===== src/rtl/prog_loader_pkg.sv =====
// prog_loader_pkg: shared types and frame constants for the boot loader.
//   state_t        - loader FSM states
//   HDR_LEN        - number of length bytes at the head of a frame
//   BYTES_PER_WORD - bytes assembled into each 32-bit RAM word
package prog_loader_pkg;

  typedef enum logic [2:0] {
    LEN_HI = 3'd0,
    LEN_LO = 3'd1,
    DATA   = 3'd2,
    WRITE  = 3'd3,
    CSUM   = 3'd4,
    RUN    = 3'd5,
    ERR    = 3'd6
  } state_t;

  localparam int HDR_LEN        = 2;
  localparam int BYTES_PER_WORD = 4;

endpackage


===== src/rtl/ld_word_assembler.sv =====
// ld_word_assembler: packs bytes MSB-first into a 32-bit word.
//   clk, rst    - clock, synchronous active-high reset
//   clear       - restart byte counting at the first byte of a word
//   byte_valid  - a data byte is being accepted this cycle
//   byte_data   - the byte
//   word        - shift register contents (complete the cycle after word_valid)
//   word_valid  - the accepted byte is the 4th of a word
module ld_word_assembler (
  input  logic        clk,
  input  logic        rst,
  input  logic        clear,
  input  logic        byte_valid,
  input  logic [7:0]  byte_data,
  output logic [31:0] word,
  output logic        word_valid
);

  logic [1:0] byte_cnt;

  // The counter wraps 3 -> 0 naturally, so consecutive words need no clear.
  assign word_valid = byte_valid && (byte_cnt == 2'd3);

  always_ff @(posedge clk) begin
    if (rst) begin
      byte_cnt <= 2'd0;
      word     <= 32'd0;
    end else if (clear) begin
      byte_cnt <= 2'd0;
    end else if (byte_valid) begin
      byte_cnt <= byte_cnt + 2'd1;
      word     <= {word[23:0], byte_data};
    end
  end

endmodule


===== src/rtl/prog_loader.sv =====
// prog_loader: boot-time loader between a byte stream and the CPU/RAM pair.
// Receives LEN_HI, LEN_LO, 4*N data bytes (MSB first per word), CSUM, writes
// words to RAM from address 0 with the CPU held in reset, then hands the RAM
// port to the CPU on a good checksum. Errors hold the CPU in reset until rst.
//   rx_valid/rx_data/rx_ready - byte stream input
//   cpu_wrEn/cpu_addr/cpu_wdata - CPU RAM port, passed through in RUN
//   ram_we/ram_addr/ram_wdata - RAM write port
//   cpu_rst, done, error - status (registered)
//   dbg_state - current FSM state
// Handshake: a byte transfers on a posedge where rx_valid && rx_ready; the
// producer holds rx_data stable while rx_valid is high and not yet accepted.
module prog_loader
  import prog_loader_pkg::*;
#(
  parameter int SIZE  = 10,
  parameter int DEPTH = 1024
) (
  input  logic            clk,
  input  logic            rst,
  input  logic            rx_valid,
  input  logic [7:0]      rx_data,
  output logic            rx_ready,
  input  logic            cpu_wrEn,
  input  logic [SIZE-1:0] cpu_addr,
  input  logic [31:0]     cpu_wdata,
  output logic            ram_we,
  output logic [SIZE-1:0] ram_addr,
  output logic [31:0]     ram_wdata,
  output logic            cpu_rst,
  output logic            done,
  output logic            error,
  output state_t          dbg_state
);

  state_t        state, state_next;
  logic [7:0]    len_hi;
  logic [15:0]   len;
  logic [15:0]   len_in;
  logic [SIZE:0] idx;      // one extra bit so N == DEPTH is representable
  logic [7:0]    csum;
  logic          accept;
  logic          last_word;
  logic [31:0]   word;
  logic          word_valid;

  assign dbg_state = state;
  assign accept    = rx_valid && rx_ready;
  assign len_in    = {len_hi, rx_data};
  assign last_word = (17'(idx) + 17'd1) == 17'(len);

  ld_word_assembler u_asm (
    .clk        (clk),
    .rst        (rst),
    .clear      (state == LEN_LO && accept),
    .byte_valid (state == DATA && accept),
    .byte_data  (rx_data),
    .word       (word),
    .word_valid (word_valid)
  );

  always_comb begin
    state_next = state;
    rx_ready   = 1'b0;
    ram_we     = 1'b0;
    ram_addr   = '0;
    ram_wdata  = 32'd0;
    case (state)
      LEN_HI: begin
        rx_ready = 1'b1;
        if (accept) state_next = LEN_LO;
      end
      LEN_LO: begin
        rx_ready = 1'b1;
        if (accept) begin
          if (32'(len_in) > 32'(DEPTH)) state_next = ERR;
          else if (len_in == 16'd0)     state_next = CSUM;
          else                          state_next = DATA;
        end
      end
      DATA: begin
        rx_ready = 1'b1;
        if (word_valid) state_next = WRITE;
      end
      WRITE: begin
        ram_we     = 1'b1;
        ram_addr   = idx[SIZE-1:0];
        ram_wdata  = word;
        state_next = last_word ? CSUM : DATA;
      end
      CSUM: begin
        rx_ready = 1'b1;
        if (accept) state_next = (rx_data == csum) ? RUN : ERR;
      end
      RUN: begin
        ram_we    = cpu_wrEn;
        ram_addr  = cpu_addr;
        ram_wdata = cpu_wdata;
      end
      default: ;  // ERR: everything quiet
    endcase
  end

  always_ff @(posedge clk) begin
    if (rst) begin
      state   <= LEN_HI;
      len_hi  <= 8'd0;
      len     <= 16'd0;
      idx     <= '0;
      csum    <= 8'd0;
      cpu_rst <= 1'b1;
      done    <= 1'b0;
      error   <= 1'b0;
    end else begin
      state <= state_next;
      // Checksum covers length and data bytes, never the CSUM byte itself.
      if (accept && state != CSUM) csum <= csum ^ rx_data;
      if (accept && state == LEN_HI) len_hi <= rx_data;
      if (accept && state == LEN_LO) begin
        len <= len_in;
        idx <= '0;
      end
      if (state == WRITE) idx <= idx + 1'b1;
      // Status decoded from the next state so it flips with the state edge.
      cpu_rst <= (state_next != RUN);
      done    <= (state_next == RUN);
      error   <= (state_next == ERR);
    end
  end

endmodule


===== config.mk =====
export PLATFORM = sky130hd
export DESIGN_NAME = prog_loader
export DESIGN_NICKNAME = d
export VERILOG_FILES = /design/src/rtl/prog_loader_pkg.sv /design/src/rtl/ld_word_assembler.sv /design/src/rtl/prog_loader.sv
export SDC_FILE = /design/constraint.sdc
export NUM_CORES = 1
export LEC_CHECK = 0
export BUFFER_PORTS_ARGS = -buffer_cell sky130_fd_sc_hd__buf_4
export CORE_UTILIZATION = 45
export DETAILED_ROUTE_END_ITERATION = 8
export GPL_ROUTABILITY_DRIVEN = 0
export HOLD_SLACK_MARGIN = 0.06
export PLACE_DENSITY = 0.7
export SLEW_MARGIN = 20
export SYNTH_ARGS = -nofsm -noshare
export SYNTH_HDL_FRONTEND = slang
export SYNTH_SLANG_ARGS = --single-unit

===== constraint.sdc =====
create_clock -name clk -period 2.8 [get_ports clk]
set_clock_uncertainty 0.2 [all_clocks]
set_input_delay 0.42 -clock clk [delete_from_list [all_inputs] [get_ports clk]]
set_output_delay 0.42 -clock clk [all_outputs]
set_load 0.01 [all_outputs]

==> qor.csv, run 1 <==
stage;metric;value;unit
global_route;grt_pass1_vias;3679;
detailed_routing;ant_nets;0;
cells_and_area;drive_gt1_share;22.7;%
critical_path;critPathLaunch;dbg_state[0];
cts;hold_buffers;0;
sta;holdWs;157;ps
yosys;syn_area;0.00407;sq mm
cts;h-tree-depth;3;
detailed_routing;dr_total_vias;3969;
critical_path;cp_max_fo;15;
detailed_routing;drc;0;
floorplan;initial_core_util;46.5;%
sta;slew_headroom;46.1;%
power_and_ir_drop;p_total;0.00253;W
placed_design;io_buffers;103;
yosys;synthesis.nets;576;
cells_and_area;num_antenna_cells;0;
status;status;finished clean;
floorplan;core;0.00876;sq mm
yosys;netlist_instances;520;
critical_path;r2r-start;idx[0];
cts;clk_latency;360;ps
power_and_ir_drop;irDropWorstVdd;294;uV
hold_path;hp-start;rx_data[6];
global_route;grt_remaining_overflow;0;
floorplan;die_w;97.1;microns
power_and_ir_drop;powerDensity;494;mW/mm^2
global_route;grt_pass1_wl;18.0;mm
sta;final_hold_viol_count;0;
cts;root_buffer;clkbuf_8;
yosys;synth-edff-count;0;
cells_and_area;nNetsFinal;664;
yosys;synth_ff_type;dfxtp_1;
yosys;synth-seq-area-share;40.8;%
placed_design;hpwl;7.85;mm
yosys;ys_warn_count;0;
yosys;synth.distinct_cells;48;
cells_and_area;synthToLayoutAreaGrowth;25.8;%
global_route;track_usage;23.5;%
global_route;antenna_found_initial;0;
cts;cts_setup_buffers;0;
floorplan;ios;104;
yosys;async_reset_ff_share;0;%
sta;maxClockFrequency;384;MHz
detailed_routing;drt_first_iter_violations;189;
flow_run;cap_violations;0;
cts;numCtsBuffers;9;
floorplan;die-area;0.00944;sq mm
sta;setup_viol_count_final;0;
cells_and_area;fillers;814;
yosys;avgSynthCellArea;7.83;sq um
detailed_routing;routed_wirelength;10.9;mm
detailed_routing;wl_per_cell;15.1;microns
sta;setup_tns;0;ps
sta;rsz0062_at_grt;no;
cts;cts.sinks;83;
power_and_ir_drop;p_leak;2.08;nW
critical_path;critPathCaptureType;primary output;
cells_and_area;multi_input_area;0.00227;sq mm
sta;min_period;2610;ps
cts;tritoncts;done;
placed_design;post-place-ws;452;ps
yosys;ys_seq_elements;83;
critical_path;crit_path_start_kind;register;
cts;post_cts_resized;0;
floorplan;die_h;97.1;microns
cts;clkSlewWorstSetupHoldPaths;70;ps
sta;slew_violations;0;
detailed_routing;avgViaCountPerCell;5.51;
cells_and_area;ff_latch_area;0.00166;sq mm
global_route;grt_max_degree;82;
cells_and_area;mostFrequentLayoutCells;128 x nand2_1, 113 x buf_4, 83 x dfxtp_1;
sta;layout_setup_ws;194;ps
floorplan;rows;34;
sta;tightest_slew;809;ps
cells_and_area;layout_commonest_cell;nand2_1;
hold_path;worstHoldPathType;input port to register;
detailed_routing;firstDrtPassIters;5;
sta;timing.final.crit_share;93.1;%
critical_path;worstSetupPathType;register to primary output;
critical_path;arrival;1990;ps
critical_path;crit_required;2180;ps
cts;cts_buffer_depth;2;
[metal layers]
| layer | track usage [%] | part of all wire, % |
|---|---|---|
| met5 | 0 | 0 |
| met4 | 8.38 | 1.3 |
| met3 | 3.38 | 6.7 |
| met2 | 37.1 | 46 |
| met1 | 32.8 | 46 |
[synth_stat cells (all sizes together) (4+ instances only)]
cell type  instances  area, sq um
nand2            128          480
dfxtp             83         1660
a21oi             70          350
a22o              43          377
clkbuf            33          124
nor2              33          124
xor2              24          210
nor3              13         70.1
o21ai             11         55.1
xnor2              9         78.8
a31oi              6         37.5
and3               6         37.5
nand3              6         30.0
nor4               6         37.5
buf                4         31.3
inv                4         15.0
or3                4         25.0
[kinds of logic after synthesis]
| family | Yosys count | synth area share (%) |
|---|---|---|
| adders and majority gates | 2 | 0.614 |
| AOI/OAI and AO/OA | 145 | 23.7 |
| muxes | 1 | 0.246 |
| xor gates and xnor gates | 33 | 7.09 |
| DFF | 83 | 40.8 |
| and+or+nand+nor | 215 | 23.3 |
| buffers and inverters | 41 | 4.18 |
[final timing paths]
path | end | slack, ps | depth (start not counted)
max reg2reg | dbg_state[2] | 480 | 7
max | ram_addr[8] | 190 | 4
min | u_asm.word[6] | 160 | 3
min reg2reg | len[12] | 260 | 2
[critical path, stage by stage (launching register included)]
cell,delay [ps]
dfxtp_1,570
nand2b_1,240
or2_1,450
o21ai_0,230
buf_4,150
[stage by stage]
stage	cells	area (sq um)	util (%)
floorplan	520	4070	-
global placement	705	4950	56.5
detailed placement	705	4950	56.5
CTS	720	5130	58.5
global route	720	5130	58.5
finish	720	5130	58.5
[power breakdown]
group | leakage [nW] | total (W) | internal, W | switching (W)
clock network | 0.0953 | 0.000793 | 0.000388 | 0.000405
registers | 0.672 | 0.00129 | 0.00123 | 0.0000605
logic | 1.31 | 0.000449 | 0.000192 | 0.000257
[area by class of cell]
type	instances	share of cell area, %
clock inverter	2	0.195
clock buffer	13	3.30
tap	108	2.64
sequential	83	32.4
timing repair buffer	114	16.9
inverter	4	0.293
multi-input combinational	396	44.2
[registers in the layout (all words and copies together) (netlist names)]
register,count
cpu_rst,1
len,16
dbg_state,3
idx,11
len_hi,8
u_asm.byte_cnt,2
u_asm.word,32
done,1
error,1
csum,8
No activity file was read; power rests on OpenSTA's default activity.
==> run 2, diff against run 1 <==
--- a/config.mk
+++ b/config.mk
@@ -5,12 +5,13 @@
 export SDC_FILE = /design/constraint.sdc
 export NUM_CORES = 1
 export LEC_CHECK = 0
-export BUFFER_PORTS_ARGS = -buffer_cell sky130_fd_sc_hd__buf_4
+export BUFFER_PORTS_ARGS = -buffer_cell sky130_fd_sc_hd__buf_2
 export CORE_UTILIZATION = 45
 export DETAILED_ROUTE_END_ITERATION = 8
 export GPL_ROUTABILITY_DRIVEN = 0
 export HOLD_SLACK_MARGIN = 0.06
 export PLACE_DENSITY = 0.7
+export REMOVE_ABC_BUFFERS = 1
 export SLEW_MARGIN = 20
 export SYNTH_ARGS = -nofsm -noshare
 export SYNTH_HDL_FRONTEND = slang
==> qor.csv, run 2 (synthesis gave the netlist of run 1 again) <==
stage;metric;value;unit
cts;cts_buffer_depth;2;
sta;timing.final.crit_share;92.6;%
global_route;grt_pass1_vias;3530;
cts;hold_buffers;0;
global_route;grt_max_degree;34;
placed_design;post-place-ws;470;ps
detailed_routing;wl_per_cell;14.1;microns
cts;tritoncts;done;
cells_and_area;mostFrequentLayoutCells;128 x nand2_1, 103 x buf_2, 83 x dfxtp_1;
sta;setup_viol_count_final;0;
cts;clk_latency;340;ps
critical_path;arrival;1970;ps
detailed_routing;drt_first_iter_violations;257;
cells_and_area;nNetsFinal;664;
power_and_ir_drop;powerDensity;542;mW/mm^2
floorplan;die_w;97.1;microns
critical_path;crit_required;2180;ps
cts;cts.sinks;83;
placed_design;io_buffers;103;
detailed_routing;drc;0;
critical_path;worstSetupPathType;register to primary output;
power_and_ir_drop;swShare;27.1;%
sta;maxClockFrequency;386;MHz
critical_path;regToRegSetupSlack;430;ps
sta;rsz0062_at_grt;no;
critical_path;r2r-start;idx[0];
cells_and_area;top_regs;u_asm.word: 32 flops, len: 16 flops, idx: 11 flops;
placed_design;place_area;0.00469;sq mm
critical_path;cp_max_fo;32;
sta;min_period;2590;ps
hold_path;worstHoldPathType;input port to register;
cts;h-tree-depth;3;
cts;cts_setup_buffers;0;
global_route;grt_pass1_wl;16.5;mm
cells_and_area;fillers;848;
sta;layout_setup_ws;209;ps
global_route;grt_remaining_overflow;0;
critical_path;critPathCaptureType;primary output;
power_and_ir_drop;p_leak;2.05;nW
power_and_ir_drop;p_total;0.00267;W
placed_design;hpwl;7.22;mm
cts;numCtsBuffers;9;
cts;clkSlewWorstSetupHoldPaths;80;ps
cells_and_area;synthToLayoutAreaGrowth;20.7;%
power_and_ir_drop;irDropWorstVdd;419;uV
sta;holdWs;179;ps
power_and_ir_drop;power.net_switching;0.000722;W
floorplan;ios;104;
floorplan;die-area;0.00944;sq mm
cells_and_area;regMostFlops;u_asm.word;
status;status;finished clean;
floorplan;die_h;97.1;microns
floorplan;initial_core_util;46.5;%
detailed_routing;avgViaCountPerCell;5.49;
cts;post_cts_resized;0;
flow_run;cap_violations;0;
detailed_routing;routed_wirelength;10.2;mm
cells_and_area;largest_reg_flops;32;
sta;slew_headroom;57.1;%
detailed_routing;dr_total_vias;3955;
critical_path;worstReg2RegEnd;dbg_state[2];
detailed_routing;ant_nets;0;
cts;root_buffer;clkbuf_8;
floorplan;rows;34;
power_and_ir_drop;p_clk_share;35.9;%
floorplan;core;0.00876;sq mm
critical_path;endpoint;ram_wdata[28];
cells_and_area;design_area;0.00492;sq mm
power_and_ir_drop;p_seq_share;48.4;%
critical_path;crit_path_start_kind;register;
detailed_routing;firstDrtPassIters;5;
power_and_ir_drop;p_int;0.00194;W
power_and_ir_drop;combPwrFrac;15.7;%
cells_and_area;num_antenna_cells;0;
cells_and_area;drive_gt1_share;22.8;%
critical_path;worstRegToRegCells;7;
global_route;antenna_found_initial;0;
critical_path;critPathLaunch;dbg_state[2];
sta;final_hold_viol_count;0;
sta;tightest_slew;641;ps
global_route;track_usage;21.4;%
cells_and_area;layout_commonest_cell;nand2_1;
sta;slew_violations;0;
-- run 2: cell types whose count changed in the layout (fill, tap and decap cells not counted), sizes merged --
cell      delta
clkbuf       -1
clkinvlp     +1
bufinv       +2
clkinv       -1
-- run 2: power groups by stage --
stage	clock [W]	sequential [W]	combinational [W]
floorplan	0	0.00131	0.000241
global placement	0	0.00132	0.000407
finish	0.000958	0.00129	0.000417
global route	0.00102	0.00130	0.000462
detailed placement	0	0.00132	0.000416
CTS	0.000982	0.00129	0.000418
-- run 2: per-layer routing --
metal	part of all wire (%)	vias to the layer above	global-route usage (%)
li1	-	2002	-
met5	0	-	0
met4	1.5	0	6.08
met3	6.3	16	5.18
met2	47	123	35.4
met1	45	1814	27.8
-- run 2: worst min path at each step --
| stage | startpoint | end | slack [ps] | cells past startpoint |
|---|---|---|---|---|
| 2_1_floorplan | len[15] | len[15] | 220 | 2 |
| 3_3_place_gp | len[14] | len[14] | 240 | 2 |
| 3_5_place_dp | len[12] | len[12] | 250 | 2 |
| 4_1_cts | rx_data[3] | len_hi[3] | 160 | 3 |
| 5_1_grt | rx_data[3] | len_hi[3] | 180 | 3 |
| 6_report | rx_data[3] | len_hi[3] | 180 | 3 |
-- run 2: area by class of cell --
class | count | area [sq um] | area share [%]
clock buffers | 12 | 155 | 3.16
clock inverters | 4 | 72.6 | 1.48
inverters | 4 | 15.0 | 0.305
multi-input cells | 396 | 2270 | 46.1
flip-flops and latches | 83 | 1660 | 33.8
well taps | 108 | 135 | 2.75
repair buffers | 114 | 611 | 12.4
-- run 2: stage by stage --
step,TNS (ps),util [%],instances
after floorplan,-35580,-,483
after global placement,0,53.5,705
after detailed placement,0,53.5,705
after CTS,0,56.1,721
after global routing,0,56.1,721
final,0,56.1,721
-- run 2: worst max-delay path, stage by stage (launching register included) --
cell     delay (ps)
dfxtp_1         570
nand2_1         170
nor2_4          380
buf_12          240
a22o_1          140
buf_2           120
